<file path="config.mk">
export PLATFORM = sky130hd
export DESIGN_NAME = mw_skid_buffer
export DESIGN_NICKNAME = d
export VERILOG_FILES = /design/src/rtl/mw_skid_buffer.sv
export SDC_FILE = /design/constraint.sdc
export NUM_CORES = 1
export LEC_CHECK = 0
export ABC_AREA = 0
export BUFFER_PORTS_ARGS = -buffer_cell sky130_fd_sc_hd__buf_2
export CAP_MARGIN = 10
export CORE_MARGIN = 1
export CORE_UTILIZATION = 40
export CTS_BUF_LIST = sky130_fd_sc_hd__clkbuf_8
export DETAILED_ROUTE_END_ITERATION = 10
export GPL_ROUTABILITY_DRIVEN = 0
export SLEW_MARGIN = 30
export SYNTH_ARGS = -nofsm -noshare
export SYNTH_HDL_FRONTEND = slang
export SYNTH_SLANG_ARGS = --single-unit
</file>
<file path="constraint.sdc">
create_clock -name clk -period 2 [get_ports clk]
set_clock_uncertainty 0.1 [all_clocks]
set_input_delay 0.3 -clock clk [delete_from_list [all_inputs] [get_ports clk]]
set_output_delay 0.3 -clock clk [all_outputs]
set_load 0.01 [all_outputs]
</file>
<file path="src/rtl/mw_skid_buffer.sv">
// ----------------------------------------------------------------------------
// mw_skid_buffer
//
// Memory -> write-back stage register with a valid/ready handshake and a
// two-entry skid store. The registered "main" entry always drives the
// outputs. The "skid" entry catches one extra word when the consumer stalls
// while a word is still arriving. in_ready is decoded only from registered
// state (and rst), so there is no combinational path from out_ready to
// in_ready. A synchronous flush empties the buffer and presents a bubble.
//
// State table:
//   state | meaning
//   EMPTY | nothing held, outputs show a bubble (ctrl_out = 0)
//   ONE   | main holds the word on the outputs, skid unused
//   FULL  | main on the outputs, skid holds the next word, in_ready = 0
//
// Ports:
//   clk        rising-edge clock
//   rst        synchronous active-high reset (beats flush and handshake)
//   flush      synchronous squash of all held entries
//   in_valid   upstream word present
//   in_ready   buffer accepts a word this cycle
//   ctrl_in    control bundle from the memory stage
//   data_in    ALU/memory result
//   addr_in    destination register address
//   out_valid  output word present
//   out_ready  write-back stage consumes the word
//   ctrl_out   control bundle to write-back, forced to 0 when out_valid = 0
//   data_out   result to write-back
//   addr_out   destination register address to write-back
//   occupancy  number of entries held (0..2)
// ----------------------------------------------------------------------------
module mw_skid_buffer #(
    parameter int CTRL_W = 3,
    parameter int DATA_W = 16,
    parameter int ADDR_W = 3
) (
    input  logic              clk,
    input  logic              rst,
    input  logic              flush,
    input  logic              in_valid,
    output logic              in_ready,
    input  logic [CTRL_W-1:0] ctrl_in,
    input  logic [DATA_W-1:0] data_in,
    input  logic [ADDR_W-1:0] addr_in,
    output logic              out_valid,
    input  logic              out_ready,
    output logic [CTRL_W-1:0] ctrl_out,
    output logic [DATA_W-1:0] data_out,
    output logic [ADDR_W-1:0] addr_out,
    output logic [1:0]        occupancy
);

    typedef enum logic [1:0] {
        EMPTY = 2'd0,
        ONE   = 2'd1,
        FULL  = 2'd2
    } state_t;

    state_t state_q;
    state_t state_d;

    logic [CTRL_W-1:0] main_ctrl_q;
    logic [DATA_W-1:0] main_data_q;
    logic [ADDR_W-1:0] main_addr_q;
    logic [CTRL_W-1:0] skid_ctrl_q;
    logic [DATA_W-1:0] skid_data_q;
    logic [ADDR_W-1:0] skid_addr_q;

    logic push;
    logic pop;
    logic main_from_in;
    logic main_from_skid;
    logic skid_from_in;

    // rst is folded in so upstream sees the buffer as busy during reset.
    assign in_ready  = (state_q != FULL) && !rst;
    assign out_valid = (state_q != EMPTY);
    assign push      = in_valid && in_ready;
    assign pop       = out_valid && out_ready;
    assign occupancy = state_q;

    // Gating ctrl turns an empty buffer into a bubble with all write enables
    // low; data/addr are left ungated since consumers qualify them on ctrl.
    assign ctrl_out = out_valid ? main_ctrl_q : '0;
    assign data_out = main_data_q;
    assign addr_out = main_addr_q;

    always_ff @(posedge clk) begin
        if (rst) begin
            state_q     <= EMPTY;
            main_ctrl_q <= '0;
            main_data_q <= '0;
            main_addr_q <= '0;
            skid_ctrl_q <= '0;
            skid_data_q <= '0;
            skid_addr_q <= '0;
        end else begin
            state_q <= state_d;
            if (main_from_in) begin
                main_ctrl_q <= ctrl_in;
                main_data_q <= data_in;
                main_addr_q <= addr_in;
            end else if (main_from_skid) begin
                main_ctrl_q <= skid_ctrl_q;
                main_data_q <= skid_data_q;
                main_addr_q <= skid_addr_q;
            end
            if (skid_from_in) begin
                skid_ctrl_q <= ctrl_in;
                skid_data_q <= data_in;
                skid_addr_q <= addr_in;
            end
        end
    end

    // Flush only drops the state; entry registers keep their contents and
    // are simply no longer considered valid.
    always_comb begin
        state_d        = state_q;
        main_from_in   = 1'b0;
        main_from_skid = 1'b0;
        skid_from_in   = 1'b0;
        if (flush) begin
            state_d = EMPTY;
        end else begin
            case (state_q)
                EMPTY: begin
                    if (push) begin
                        state_d      = ONE;
                        main_from_in = 1'b1;
                    end
                end
                ONE: begin
                    if (push && pop) begin
                        main_from_in = 1'b1;
                    end else if (push) begin
                        state_d      = FULL;
                        skid_from_in = 1'b1;
                    end else if (pop) begin
                        state_d = EMPTY;
                    end
                end
                FULL: begin
                    // in_ready is low here, so only a pop can happen.
                    if (pop) begin
                        state_d        = ONE;
                        main_from_skid = 1'b1;
                    end
                end
                default: state_d = EMPTY;
            endcase
        end
    end

endmodule

</file>
==> results.py, run 1 <==
metrics = {
    "run_status": {
        "status": "finished clean",
    },
    "global_routing": {
        "grt_pass1_vias": 1706,
        "grt_usage": 0.190,
        "grt_max_degree": 45,
        "grt_pass1_wl_um": 8190,
        "antenna_found_initial": 0,
        "grt-ovfl-total": 0,
    },
    "cts": {
        "cts.sinks": 46,
        "cts_root_buf": "clkbuf_8",
        "cts_buffers": 5,
        "clockBufferDepth": 2,
        "cts_hold_buf": 0,
        "clock_latency_ns": 0.30,
        "tritoncts": "yes",
        "cts_setup_buffers": 0,
        "clk_pin_slew_worst_paths_ns": 0.08,
        "cts_resized": 0,
        "htree_num_levels": 2,
    },
    "sta": {
        "setup_tns_ns": 0,
        "fin_crit_ns": 1.79,
        "finalSetupViolations": 0,
        "max_freq_mhz": 560,
        "finalHoldViolCount": 0,
        "period_share": 0.893,
        "rsz0062_at_grt": "no",
        "maxSlewHeadroom": 0.751,
        "slew_violations": 0,
        "tightest_slew_ns": 0.372,
    },
    "power": {
        "power_density_nw_per_um2": 677,
        "peakVddDrop_v": 0.000251,
        "p_leak_nw": 0.896,
    },
    "setup_path": {
        "regToRegStartpoint": "occupancy[1]",
        "critPathMaxFanout": 6,
        "critPathMaxStageDelay_ns": 0.34,
        "cpMaxStageDelayCell": "dfxtp_1",
        "path_cells": "buf_4 > nor2_1 > nor2b_1 > buf_2",
        "start_kind": "register",
        "crit_type": "reg -> out",
        "required_ns": 1.60,
        "critPathBufInv": 2,
        "crit_path_end_kind": "primary output",
        "rr_endpoint": "main_ctrl_q[2]",
        "ff2ff_path_depth": 5,
        "crit_family": "simple AND/OR/NAND/NOR gates",
        "r2r_slack_ns": 0.39,
        "cp.arrival_ns": 1.39,
        "path_depth": 4,
    },
    "layout": {
        "fillCellCount": 535,
        "drive_gt1_frac": 0.350,
        "nets": 300,
        "area_growth_pct": 18.4,
        "register_area_um2": 921,
        "post-route-util": 0.494,
        "multi_input_area_um2": 1060,
        "stdcell_count": 344,
        "num_antenna_cells": 0,
    },
    "yosys": {
        "seq_area_frac_synth": 0.429,
        "synthesis.nets": 257,
        "netlist_area_um2": 2140,
        "netlist_instances": 230,
        "synth_cell_types": 25,
        "yosysWarnings": 0,
        "yosys_register_bits": 46,
        "post_synth.cell_area_avg_um2": 9.32,
    },
    "floorplanning": {
        "die_height_um": 75.2,
        "start_util": 0.417,
        "rows": 26,
        "die_w_um": 75.2,
        "die-area_um2": 5660,
        "core_area_um2": 5140,
        "io_pins": 53,
    },
    "placement": {
        "place_inst": 336,
        "dp_hpwl_um": 3130,
        "port_buffers": 52,
    },
    "drt": {
        "antenna_left": 0,
        "first_pass_iters": 5,
        "vias": 1922,
        "via_per_inst": 5.59,
        "drt_iter0_drc": 180,
        "routedWlPerCell_um": 15.1,
        "route.detailed.drc": 0,
        "wirelength_um": 5190,
    },
    "min_path": {
        "hold_depth": 3,
        "hold_class": "in -> reg",
        "hp-start": "data_in[1]",
        "whs_endpoint": "skid_data_q[1]",
    },
    "run": {
        "maxCapViolations": 0,
    },
}
[synthesized netlist by cell type]
| cell type | number | share of area |
|---|---|---|
| nor2_1 | 4 | 0.0070 |
| nor2b_1 | 6 | 0.018 |
| dfxtp_1 | 46 | 0.43 |
| nand3_1 | 22 | 0.051 |
| o211ai_2 | 18 | 0.11 |
| mux2i_1 | 1 | 0.0047 |
| and4bb_2 | 1 | 0.0058 |
| or4b_4 | 1 | 0.0064 |
| inv_1 | 1 | 0.0017 |
| clkbuf_1 | 12 | 0.021 |
| nand2_1 | 1 | 0.0017 |
| o21a_1 | 1 | 0.0035 |
| nor4b_4 | 1 | 0.011 |
| buf_1 | 2 | 0.0035 |
| a32oi_1 | 22 | 0.090 |
| nand2b_1 | 1 | 0.0029 |
| or4bb_1 | 1 | 0.0053 |
| buf_6 | 6 | 0.032 |
| a21oi_1 | 46 | 0.11 |
| o21ai_1 | 16 | 0.037 |
| o21ai_0 | 6 | 0.014 |
| nor4_1 | 1 | 0.0029 |
| buf_2 | 9 | 0.021 |
| o211ai_1 | 4 | 0.014 |
| or3b_2 | 1 | 0.0041 |
[cell type report]
cell class,instances,share of cell area
clock buffer,6,0.0325
sequential,46,0.363
multi-input combinational,154,0.418
timing repair buffer,65,0.146
inverter,1,0.00148
tap,70,0.0345
clock inverter,2,0.00493
[registers in the layout, indices dropped and copies added (netlist names)]
name / flops
occupancy: 2
data_out: 16
skid_ctrl_q: 3
main_ctrl_q: 3
skid_data_q: 16
skid_addr_q: 3
addr_out: 3
[worst register-to-register path, cell delays in order (launching register included)]
cell      delay (ns)
dfxtp_1         0.34
buf_4           0.17
or4bb_1         0.40
buf_4           0.26
o211ai_1        0.14
a21oi_1         0.09
[cells by family after synthesis]
group / share of synthesized area
AOI/OAI and AO/OA: 0.371
buffers and inverters: 0.0788
DFF: 0.429
muxes: 0.00467
and+or+nand+nor: 0.116
[metrics by stage]
stage | setup slack, ns | power, mW | area, um2 | hold slack [ns]
global route | 0.128 | 1.80 | 2540 | 0.156
global placement | 0.332 | 1.15 | 2440 | 0.352
floorplan | 0.300 | 1.07 | 2140 | 0.278
finish | 0.214 | 1.72 | 2540 | 0.152
CTS | 0.208 | 1.74 | 2540 | 0.146
detailed placement | 0.305 | 1.15 | 2440 | 0.359
[cells in the final DEF (no fill, tap or decap), types with 4 or more instances in the layout]
master,count
o211ai_2,18
nor2_1,4
buf_4,12
a32oi_1,22
nor2b_1,5
clkbuf_8,6
dfxtp_1,46
o21ai_0,6
o211ai_1,4
nand3_1,22
o21ai_1,16
a21oi_1,46
buf_2,52
[report_power, final]
| group | total, mW | internal [mW] | switching [mW] |
|---|---|---|---|
| combinational | 0.185 | 0.0728 | 0.112 |
| sequential | 0.944 | 0.933 | 0.0108 |
| clock | 0.592 | 0.278 | 0.314 |
| total | 1.72 | 1.28 | 0.437 |
[metal layers]
metal  track usage  part of all wire  vias to the layer above
met1         0.259              0.49                      903
li1              -                 -                      964
met3        0.0428             0.040                        6
met4        0.0638             0.013                        0
met5             0                 0                        -
met2         0.299              0.45                       49
[worst max path at each step]
stage / from / end / slack [ns]
finish: occupancy[0] / ctrl_out[2] / 0.21
global route: occupancy[0] / ctrl_out[2] / 0.13
CTS: occupancy[1] / ctrl_out[2] / 0.21
detailed placement: flush / main_ctrl_q[2] / 0.31
global placement: flush / addr_out[0] / 0.33
floorplan: occupancy[1] / data_out[10] / 0.30
(Power assumes the default switching activity.)
==> run 2: changes to the inputs <==
--- a/config.mk
+++ b/config.mk
@@ -5,7 +5,6 @@
 export SDC_FILE = /design/constraint.sdc
 export NUM_CORES = 1
 export LEC_CHECK = 0
-export ABC_AREA = 0
 export BUFFER_PORTS_ARGS = -buffer_cell sky130_fd_sc_hd__buf_2
 export CAP_MARGIN = 10
 export CORE_MARGIN = 1
==> constraint.sdc (replaced) <==
create_clock -name clk -period 1.84 [get_ports clk]
set_clock_uncertainty 0.1 [all_clocks]
set_input_delay 0.276 -clock clk [delete_from_list [all_inputs] [get_ports clk]]
set_output_delay 0.276 -clock clk [all_outputs]
set_load 0.01 [all_outputs]
==> run 2 against run 1 <==
Effect of this change: global-route usage is 0.55 points higher; via count grew 2.2%; die area did not move; count of clock-buffer cells in the layout fell by 1; non-clock buffer count is 3 lower; first-iteration DRC count down 32%; largest cell class unchanged; clock power rose by 25%; hold slack lost 0.019 ns; sequential share of layout area shrank 0.089 points; sequential cell count unchanged.
==> results.py, run 2 (same netlist as run 1, synthesis figures left out) <==
metrics = {
    "run_status": {
        "status": "finished clean",
    },
    "cts": {
        "cts_setup_buffers": 0,
        "tritoncts": "yes",
        "clk_pin_slew_worst_paths_ns": 0.08,
        "cts_buffers": 5,
        "clockBufferDepth": 2,
        "htree_num_levels": 2,
        "cts_root_buf": "clkbuf_8",
        "cts.sinks": 46,
        "clock_latency_ns": 0.29,
    },
    "floorplanning": {
        "die-area_um2": 5660,
        "die_height_um": 75.2,
        "die_w_um": 75.2,
        "io_pins": 53,
        "start_util": 0.417,
        "core_area_um2": 5140,
        "rows": 26,
    },
    "sta": {
        "rsz0062_at_grt": "no",
        "period_share": 0.930,
        "slew_violations": 0,
        "finalWorstSetupSlack_ns": 0.128,
        "maxSlewHeadroom": 0.633,
        "finalHoldViolCount": 0,
        "tightest_slew_ns": 0.551,
        "setup_tns_ns": 0,
        "finalSetupViolations": 0,
        "hold_slack_ns": 0.133,
        "fin_crit_ns": 1.71,
        "max_freq_mhz": 584,
    },
    "placement": {
        "dpl_cell_area_um2": 2430,
        "dp_hpwl_um": 3030,
        "port_buffers": 52,
        "place_inst": 333,
        "dp_slack_ns": 0.147,
    },
    "setup_path": {
        "required_ns": 1.46,
        "startpoint": "occupancy[1]",
        "critPathMaxFanout": 6,
        "start_kind": "register",
        "r2r_slack_ns": 0.13,
        "crit_path_end_kind": "primary output",
        "crit_type": "reg -> out",
        "cp.arrival_ns": 1.34,
        "regToRegStartpoint": "occupancy[1]",
    },
    "drt": {
        "via_per_inst": 5.76,
        "route.detailed.drc": 0,
        "wirelength_um": 5180,
        "antenna_left": 0,
        "routedWlPerCell_um": 15.2,
        "drt_iter0_drc": 123,
        "first_pass_iters": 4,
        "vias": 1964,
    },
    "power": {
        "p_sw_mw": 0.474,
        "power_density_nw_per_um2": 773,
        "power.total_mw": 1.97,
        "sw_frac_of_total": 0.241,
        "intPower_mw": 1.49,
        "clockPowerShare": 0.376,
        "peakVddDrop_v": 0.000310,
        "pwr-share-seq": 0.522,
        "p_leak_nw": 0.895,
        "power_frac_comb": 0.102,
    },
    "layout": {
        "fillCellCount": 549,
        "num_antenna_cells": 0,
        "mostFrequentLayoutCells": "buf_2, a21oi_1, dfxtp_1",
        "area_growth_pct": 18.7,
        "nets": 297,
        "stdcell_area_um2": 2550,
        "stdcell_count": 341,
        "post-route-util": 0.495,
        "drive_gt1_frac": 0.347,
        "layout_commonest_cell": "buf_2",
    },
    "global_routing": {
        "grt-ovfl-total": 0,
        "grt_pass1_wl_um": 8420,
        "antenna_found_initial": 0,
        "grt_usage": 0.196,
        "grt_max_degree": 48,
        "grt_pass1_vias": 1765,
    },
    "min_path": {
        "hp-start": "data_in[0]",
        "hold_class": "in -> reg",
    },
    "run": {
        "maxCapViolations": 0,
    },
}
-- run 2: final timing paths --
check,to,depth (start not counted)
worst min register to register,data_out[1],2
worst max-delay path,ctrl_out[2],4
worst min-delay path,skid_data_q[0],3
worst max register to register,main_ctrl_q[2],4
-- run 2: layout make-up --
type | instances | area (um2) | area share
Clock inverter | 3 | 40.0 | 0.0157
Inverter | 1 | 3.75 | 0.00147
Tap cell | 70 | 87.6 | 0.0344
Sequential cell | 46 | 921 | 0.362
Multi-Input combinational cell | 154 | 1060 | 0.418
Timing Repair Buffer | 62 | 360 | 0.142
Clock buffer | 5 | 68.8 | 0.0270
-- run 2: worst max-delay path: stages, from the launching register on --
cell     delay (ns)
dfxtp_1        0.37
buf_4          0.18
nor2_2         0.23
nor2b_1        0.10
buf_2          0.15
-- run 2: what timing repair did --
action | CTS | global route
resized for setup | 0 | 1
endpoints found under the hold margin | 0 | 0
endpoints found under the setup margin | 0 | 4
hold buffers | 0 | 0
-- run 2: layer usage --
layer	vias to the layer above	track usage	part of all wire
met2	46	0.315	0.46
li1	964	-	-
met4	0	0.0802	0.016
met3	8	0.0321	0.041
met5	-	0	0
met1	946	0.263	0.48
-- run 2: power by group through the flow --
stage | Sequential (mW) | Clock [mW] | Combinational, mW
6_report | 1.03 | 0.740 | 0.200
5_1_grt | 1.03 | 0.806 | 0.221
4_1_cts | 1.03 | 0.766 | 0.200
3_5_place_dp | 1.05 | 0 | 0.200
3_3_place_gp | 1.05 | 0 | 0.199
2_1_floorplan | 1.06 | 0 | 0.110
